**src/rtl/hermes_ni_sender.sv**
```systemverilog
// Hermes network-interface sender: serialises header, size and payload flits
// into a router local port using credit-based flow control.
module hermes_ni_sender #(
    parameter int FLIT_WIDTH = 16,
    parameter int SIZE_WIDTH = 16
) (
    input  logic                  clock,
    input  logic                  reset,
    input  logic                  send_start,
    input  logic [FLIT_WIDTH-1:0] send_target,
    input  logic [FLIT_WIDTH-1:0] send_size,
    output logic                  busy,
    input  logic                  payload_valid,
    input  logic [FLIT_WIDTH-1:0] payload_data,
    output logic                  payload_ready,
    output logic                  clock_tx,
    output logic                  tx,
    output logic [FLIT_WIDTH-1:0] data_out,
    input  logic                  credit_i,
    output logic                  pkt_sent
);

    typedef enum logic [2:0] {
        IDLE,
        HDR,
        SIZE,
        PLD,
        DONE
    } state_t;

    state_t                state_q, state_d;
    logic                  tx_q, tx_d;
    logic [FLIT_WIDTH-1:0] data_q, data_d;
    logic [FLIT_WIDTH-1:0] size_q, size_d;
    logic [SIZE_WIDTH-1:0] remaining_q, remaining_d;

    logic drain;
    logic stageFree;
    logic hasRemaining;
    logic pldWindow;
    logic pldLoad;

    // The output stage empties on a credited transfer; it may refill in that same cycle.
    assign drain        = tx_q & credit_i;
    assign stageFree    = ~tx_q | credit_i;
    assign hasRemaining = (remaining_q != '0);
    assign pldWindow    = (state_q == PLD) | ((state_q == SIZE) & drain);
    assign pldLoad      = payload_valid & payload_ready;

    assign payload_ready = pldWindow & hasRemaining & stageFree;
    assign busy          = (state_q != IDLE);
    assign pkt_sent      = (state_q == DONE);
    assign clock_tx      = clock;
    assign tx            = tx_q;
    assign data_out      = data_q;

    always_ff @(posedge clock or negedge reset) begin
        if (!reset) begin
            state_q     <= IDLE;
            tx_q        <= 1'b0;
            data_q      <= '0;
            size_q      <= '0;
            remaining_q <= '0;
        end else begin
            state_q     <= state_d;
            tx_q        <= tx_d;
            data_q      <= data_d;
            size_q      <= size_d;
            remaining_q <= remaining_d;
        end
    end

    always_comb begin
        state_d     = state_q;
        tx_d        = tx_q;
        data_d      = data_q;
        size_d      = size_q;
        remaining_d = remaining_q;

        unique case (state_q)
            IDLE: begin
                if (send_start) begin
                    size_d      = send_size;
                    remaining_d = SIZE_WIDTH'(send_size);
                    data_d      = send_target;
                    tx_d        = 1'b1;
                    state_d     = HDR;
                end
            end

            HDR: begin
                if (drain) begin
                    data_d  = size_q;
                    tx_d    = 1'b1;
                    state_d = SIZE;
                end
            end

            SIZE: begin
                if (drain) begin
                    if (!hasRemaining) begin
                        tx_d    = 1'b0;
                        state_d = DONE;
                    end else begin
                        state_d = PLD;
                        if (pldLoad) begin
                            data_d      = payload_data;
                            tx_d        = 1'b1;
                            remaining_d = remaining_q - SIZE_WIDTH'(1);
                        end else begin
                            tx_d = 1'b0;
                        end
                    end
                end
            end

            PLD: begin
                // A missing payload while draining leaves a bubble rather than resending.
                if (pldLoad) begin
                    data_d      = payload_data;
                    tx_d        = 1'b1;
                    remaining_d = remaining_q - SIZE_WIDTH'(1);
                end else if (!hasRemaining && (drain || !tx_q)) begin
                    tx_d    = 1'b0;
                    state_d = DONE;
                end else if (drain) begin
                    tx_d = 1'b0;
                end
            end

            DONE: begin
                state_d = IDLE;
            end

            default: begin
                state_d = IDLE;
                tx_d    = 1'b0;
            end
        endcase
    end

endmodule

```
**config.mk**
```make
export PLATFORM = sky130hd
export DESIGN_NAME = hermes_ni_sender
export DESIGN_NICKNAME = d
export VERILOG_FILES = /design/src/rtl/hermes_ni_sender.sv
export SDC_FILE = /design/constraint.sdc
export NUM_CORES = 1
export LEC_CHECK = 0
export ABC_CLOCK_PERIOD_IN_PS = 3000
export BUFFER_PORTS_ARGS = -buffer_cell sky130_fd_sc_hd__buf_2
export CAP_MARGIN = 20
export CORE_ASPECT_RATIO = 0.8
export CORE_UTILIZATION = 54
export DETAILED_ROUTE_END_ITERATION = 6
export PLACE_DENSITY = 0.78
export SYNTH_ARGS = -nofsm -noshare
export SYNTH_HDL_FRONTEND = slang
export SYNTH_SLANG_ARGS = --single-unit
```
**constraint.sdc**
```tcl
create_clock -name clock -period 3 [get_ports clock]
set_input_delay 0.3 -clock clock [delete_from_list [all_inputs] [get_ports clock]]
set_output_delay 0.3 -clock clock [all_outputs]
set_load 0.03 [all_outputs]
```
==> metrics.csv, run 1 <==
metric,value,unit
Die Area,5891,um^2
fraction of power spent switching nets,33.37,%
"non-filler cells, final",427,
area taken by multi-input logic gates,1556,um^2
GP Congestion,0.9137,
GRT overflow,0,
crit path DAT,2.51,ns
"delay-heaviest family, CP",simple AND/OR/NAND/NOR gates,
pin count of the biggest net entering global routing,35,
internal power,1625,uW
Synth Area in XOR/XNOR,0,%
post-synthesis adder-cell area fraction,0.4148,%
Synth area leader,dfrtp_1,
Synth top area share,43.14,%
Setup-failing EPs final,0,
Post-Syn Area,3017,um^2
grt met1 use,39.64,%
GRT met3 Usage,5.595,%
fin crit period,2.811,ns
unrepaired setup endpoints after global routing,false,
max-slew violations,0,
"top cells by area, synth","dfrtp_1, mux2_2, a22oi_1",
Inst Count DP,415,
sum of buffers and inverters on the critical path,3,
"slowest stage cell, crit path",or3b_1,
CP cell instances,inv_1 > ha_1 > or3b_1 > nor4_4 > buf_4 > a21oi_1 > buf_2,
initial antenna violation count,0,
Synth async-reset ratio,100.0,%
Post-Syn Nets,345,
core area,5180,um^2
Inserted Diodes,0,
complex-gate fraction of the synthesized area,25.34,%
GR peak layer,met2,
critical path type,reg -> out,
IO buf count,73,
mux contribution to synthesized area,15.14,%
Die Height,68.85,um
GR Util All Layers,28.90,%
register bit total from synthesis,52,
Synth Flop Type,dfrtp_1,
DR iter-0 viols,296,
routed wire length,7842,um
P_leak,0.001629,uW
Initial Util,58.24,%
crit share post-route,93.70,%
most frequent cell after synthesis,dfrtp_1,
CP max FO,8,
Vias,2686,
filler cell count,419,
global-route wire length before repair,12810,um
Layout area overhead,20.86,%
max cap viols,0,
clock network power share,33.0,%
commonest cells in the netlist,"dfrtp_1, o21ai_0, a22oi_1, mux2_2, clkbuf_1",
Comb pwr share,26.1,%
outcome,"finished, final reports clean",
Post-Synthesis Cells,291,
fraction of the yosys area taken by sequential cells,43.14,%
drt wl/cell,18.37,um
VDD IR max,0.5112,mV
Reg power frac,40.9,%
# rows,23,
Fin Clk Skew,0.007473,ns
Post-synth EDFFs,0,
clk slew on worst S/H paths,0.10,ns
Fin. Hold Viols,0,
crit-path max cell delay,0.50,ns
via/cell ratio,6.290,
Yosys warning count,0,
met2 GRT Util,47.40,%
worst skew pair latency,0.42,ns
IO Pins,74,
Worst Path Required,2.70,ns
PwrDens,668.7,nW/um^2
Setup TNS,0,ns
synth unique cells,52,
mean area per synthesized cell,10.37,um^2
Least-Margin Pin Slew,1.089,ns
Final ANT Viol Nets,0,
# DRC,0,
Die W,85.57,um
startpoint types,flip-flop,
post_cts resized,0,
crit path capture type,output pin,
nets@finish,418,
first-pass iteration count of the detailed router,5,
Post-Synth Simple-Gate Area,10.49,%
Worst Hold Class,in -> reg,
CTS tree,done,
Worst slew margin,27.39,%
Seq. cell area,1301,um^2
layout cells sized above 1,38.08,%
FMAX,355.7,MHz
combinational family with the most area after synthesis,compound AO/OA/AOI/OAI gates,
post-DP HPWL,5757,um
vias in the first global route,2545,
Net Switching,813.4,uW
[final timing paths]
check / start / slack, ns / depth (start not counted) / endpoint
max: remaining_q[0] / 0.19 / 7 / payload_ready
min: send_size[8] / 0.14 / 2 / size_q[8]
max reg2reg: remaining_q[0] / 0.32 / 6 / data_out[2]
min reg2reg: data_out[0] / 0.51 / 1 / data_out[0]
max in group asynchronous: reset / 1.74 / 3 / size_q[2]
min in group asynchronous: reset / 0.49 / 2 / size_q[6]
[power groups by stage]
stage	Clock [uW]	Combinational, uW	Sequential (uW)
4_1_cts	812	636	989
5_1_grt	839	705	1020
3_3_place_gp	42.0	617	997
3_5_place_dp	42.0	632	1000
6_report	804	637	997
2_1_floorplan	49.9	426	1040
[layout make-up]
| cell class | count | share of cell area [%] |
|---|---|---|
| Multi-Input combinational cell | 206 | 42.69 |
| Sequential cell | 52 | 35.69 |
| Timing Repair Buffer | 87 | 13.04 |
| Clock buffer | 9 | 3.157 |
| Clock inverter | 3 | 2.471 |
| Tap cell | 62 | 2.128 |
| Inverter | 8 | 0.8236 |
[metal layers]
| layer | vias up | share of wire (%) |
|---|---|---|
| met4 | 0 | 1.3 |
| met5 | - | 0 |
| li1 | 1264 | - |
| met2 | 135 | 46 |
| met1 | 1277 | 46 |
| met3 | 10 | 6.8 |
[stage by stage]
| stage | hold WS [ns] | setup slack [ns] | cell area [um^2] | total power, uW | utilization, % |
|---|---|---|---|---|---|
| global placement | 0.4208 | 0.3898 | 3436 | 1656 | 66.33 |
| CTS | 0.1373 | 0.2117 | 3646 | 2437 | 70.39 |
| finish | 0.1433 | 0.1890 | 3646 | 2438 | 70.39 |
| detailed placement | 0.4258 | 0.3227 | 3436 | 1675 | 66.33 |
| global route | 0.1398 | 0.06683 | 3646 | 2566 | 70.39 |
| floorplan | 0.004409 | 0.6357 | 3017 | 1516 | - |
[cells in the final DEF, fill, tap and decap left out, types with 9 or more instances in the layout]
master / Yosys / layout
nor2_1: 12 / 12
buf_2: 3 / 73
a22oi_1: 27 / 27
dfrtp_1: 52 / 52
mux2_4: 9 / 9
nand2_1: 13 / 13
buf_4: 2 / 14
mux2_2: 25 / 25
o21ai_0: 28 / 28
a21oi_1: 9 / 9
[flip-flops by register name, indices dropped and copies added (netlist names)]
signal and cells:
data_out 16, remaining_q 16, size_q 16, state_q 3, tx 1
[worst register-to-register path: stages (launching register included)]
cell	delay [ns]
dfrtp_1	0.43
inv_1	0.06
ha_1	0.23
or3b_1	0.35
nor4_4	0.11
a311oi_4	0.96
mux2_2	0.43
[cells by family (layout without fill, tap and decap cells)]
family | after synthesis | count (layout)
flip-flops | 52 | 52
buffers and inverters | 33 | 107
multiplexers | 38 | 38
AO/OA/AOI/OAI | 110 | 110
adder cells (fa/ha/maj) | 1 | 1
AND/OR/NAND/NOR | 57 | 57
[timing repair]
action / CTS / global route
endpoints found under the setup margin: 0 / 0
buffers inserted: 0 / 0
hold buffers: 1 / 0
endpoints found under the hold margin: 33 / 0
No activity file was read; power rests on OpenSTA's default activity.
==> inputs of run 2 (changes only) <==
--- a/config.mk
+++ b/config.mk
@@ -12,6 +12,7 @@
 export CORE_UTILIZATION = 54
 export DETAILED_ROUTE_END_ITERATION = 6
 export PLACE_DENSITY = 0.78
+export RECOVER_POWER = 100
 export SYNTH_ARGS = -nofsm -noshare
 export SYNTH_HDL_FRONTEND = slang
 export SYNTH_SLANG_ARGS = --single-unit
==> run 2 against run 1 <==
Compared with the run above: the flow now finishes with violations (max-capacitance violations, max-slew violations); routed wire length grew 0.99%; sequential power hardly changed; global-route usage unchanged; first-iteration DRC count fell by 5.7%; combinational power fell by 5.3%; clock-buffer cell count unchanged; register-to-register slack worse by 0.08 ns; flip-flop and latch count unchanged.
==> metrics.csv, run 2 (synthesized netlist as in run 1, its figures left out) <==
metric,value,unit
post-DP HPWL,5757,um
vias in the first global route,2545,
setup bufs post-CTS,0,
max-slew violations,35,
VDD IR max,0.4619,mV
Finished Cell Area,3567,um^2
drt wl/cell,18.55,um
nets@finish,418,
Setup TNS,0,ns
Initial Util,58.24,%
sum of buffers and inverters on the critical path,3,
Die W,85.57,um
Least-Margin Pin Slew,1.927,ns
first-pass iteration count of the detailed router,5,
Inserted Diodes,0,
"delay-heaviest family, CP",simple AND/OR/NAND/NOR gates,
pin count of the biggest net entering global routing,35,
filler cell count,452,
crit share post-route,93.22,%
layout cells sized above 1,29.04,%
Vias,2702,
Worst Hold Class,in -> reg,
IO Pins,74,
"Hold-fix buffers, CTS",1,
# DRC,0,
GR Util All Layers,28.90,%
placed inst area,3436,um^2
Fin. Hold Viols,0,
crit-path max cell delay,0.51,ns
r2r worst-path depth,7,
initial antenna violation count,0,
max cap viols,1,
fin crit period,2.797,ns
"slowest stage cell, crit path",or3b_1,
Final ANT Viol Nets,0,
Fin Clk Skew,0.008567,ns
via/cell ratio,6.328,
critical path type,reg -> out,
Worst slew margin,-28.50,%
outcome,"finished, violations left",
PwrDens,673.1,nW/um^2
post_cts resized,0,
Die Height,68.85,um
global-route wire length before repair,12810,um
startpoint types,flip-flop,
core area,5180,um^2
IO buf count,73,
instance count on the critical path,7,
"commonest non-fill, non-tap cell in the layout",buf_2,
GP Congestion,0.9137,
DR iter-0 viols,279,
FMAX,357.6,MHz
P_leak,0.001531,uW
clk slew on worst S/H paths,0.10,ns
unrepaired setup endpoints after global routing,false,
Setup-failing EPs final,0,
CP max FO,8,
CTS tree,done,
crit path DAT,2.50,ns
CP cell instances,inv_1 > ha_1 > or3b_1 > nor4_4 > buf_4 > a21oi_1 > buf_2,
Die Area,5891,um^2
GRT overflow,0,
Worst Hold Depth,2,
failing checks,"max-capacitance violations, max-slew violations",
crit path capture type,output pin,
most frequent cells in the layout,"buf_2, dfrtp_1, o21ai_0, a22oi_1, mux2_2",
# rows,23,
routed wire length,7920,um
Worst Path Required,2.70,ns
worst skew pair latency,0.42,ns
Layout area overhead,18.25,%
==> run 2: cell type report <==
class / instances / area, um^2 / share of cell area, %
well taps: 62 / 77.57 / 2.175
flip-flops and latches: 52 / 1301 / 36.48
multi-input cells: 206 / 1513 / 42.41
clock buffers: 9 / 113.9 / 3.192
clock inverters: 3 / 90.09 / 2.525
repair buffers: 87 / 441.7 / 12.38
inverters: 8 / 30.03 / 0.8418
==> run 2: report_power, final <==
part           internal [uW]  switching (uW)  total, uW
registers                837             160        998
logic                    243             360        603
clock network            507             294        800
==> run 2: path summary, 6_finish.rpt <==
kind	start	endpoint	slack (ns)
worst max-delay path	remaining_q[0]	payload_ready	0.20
worst min-delay path	send_size[8]	size_q[8]	0.14
worst max register to register	remaining_q[0]	remaining_q[1]	0.24
worst min register to register	data_out[11]	data_out[11]	0.51
max in group asynchronous	reset	size_q[2]	0.70
min in group asynchronous	reset	size_q[6]	0.94
==> run 2: per-layer routing <==
metal  global-route usage (%)  up-vias  part of all wire [%]
met5                        0        -                     0
met4                    8.333        0                   1.2
met3                    5.595       11                   6.9
met2                    47.40      136                    45
met1                    39.64     1295                    47
li1                         -     1260                     -
==> run 2: per-stage QoR <==
step                      setup slack [ns]  hold slack, ns  cells  total power (uW)  util [%]
after CTS                           0.2117          0.1373    427              2437     70.39
after global routing               0.06683          0.1399    427              2525     68.86
after floorplan                     0.6357        0.004409    291              1516         -
after detailed placement            0.3227          0.4258    415              1675     66.33
after global placement              0.3898          0.4208    415              1656     66.33
final                               0.2034          0.1420    427              2401     68.86
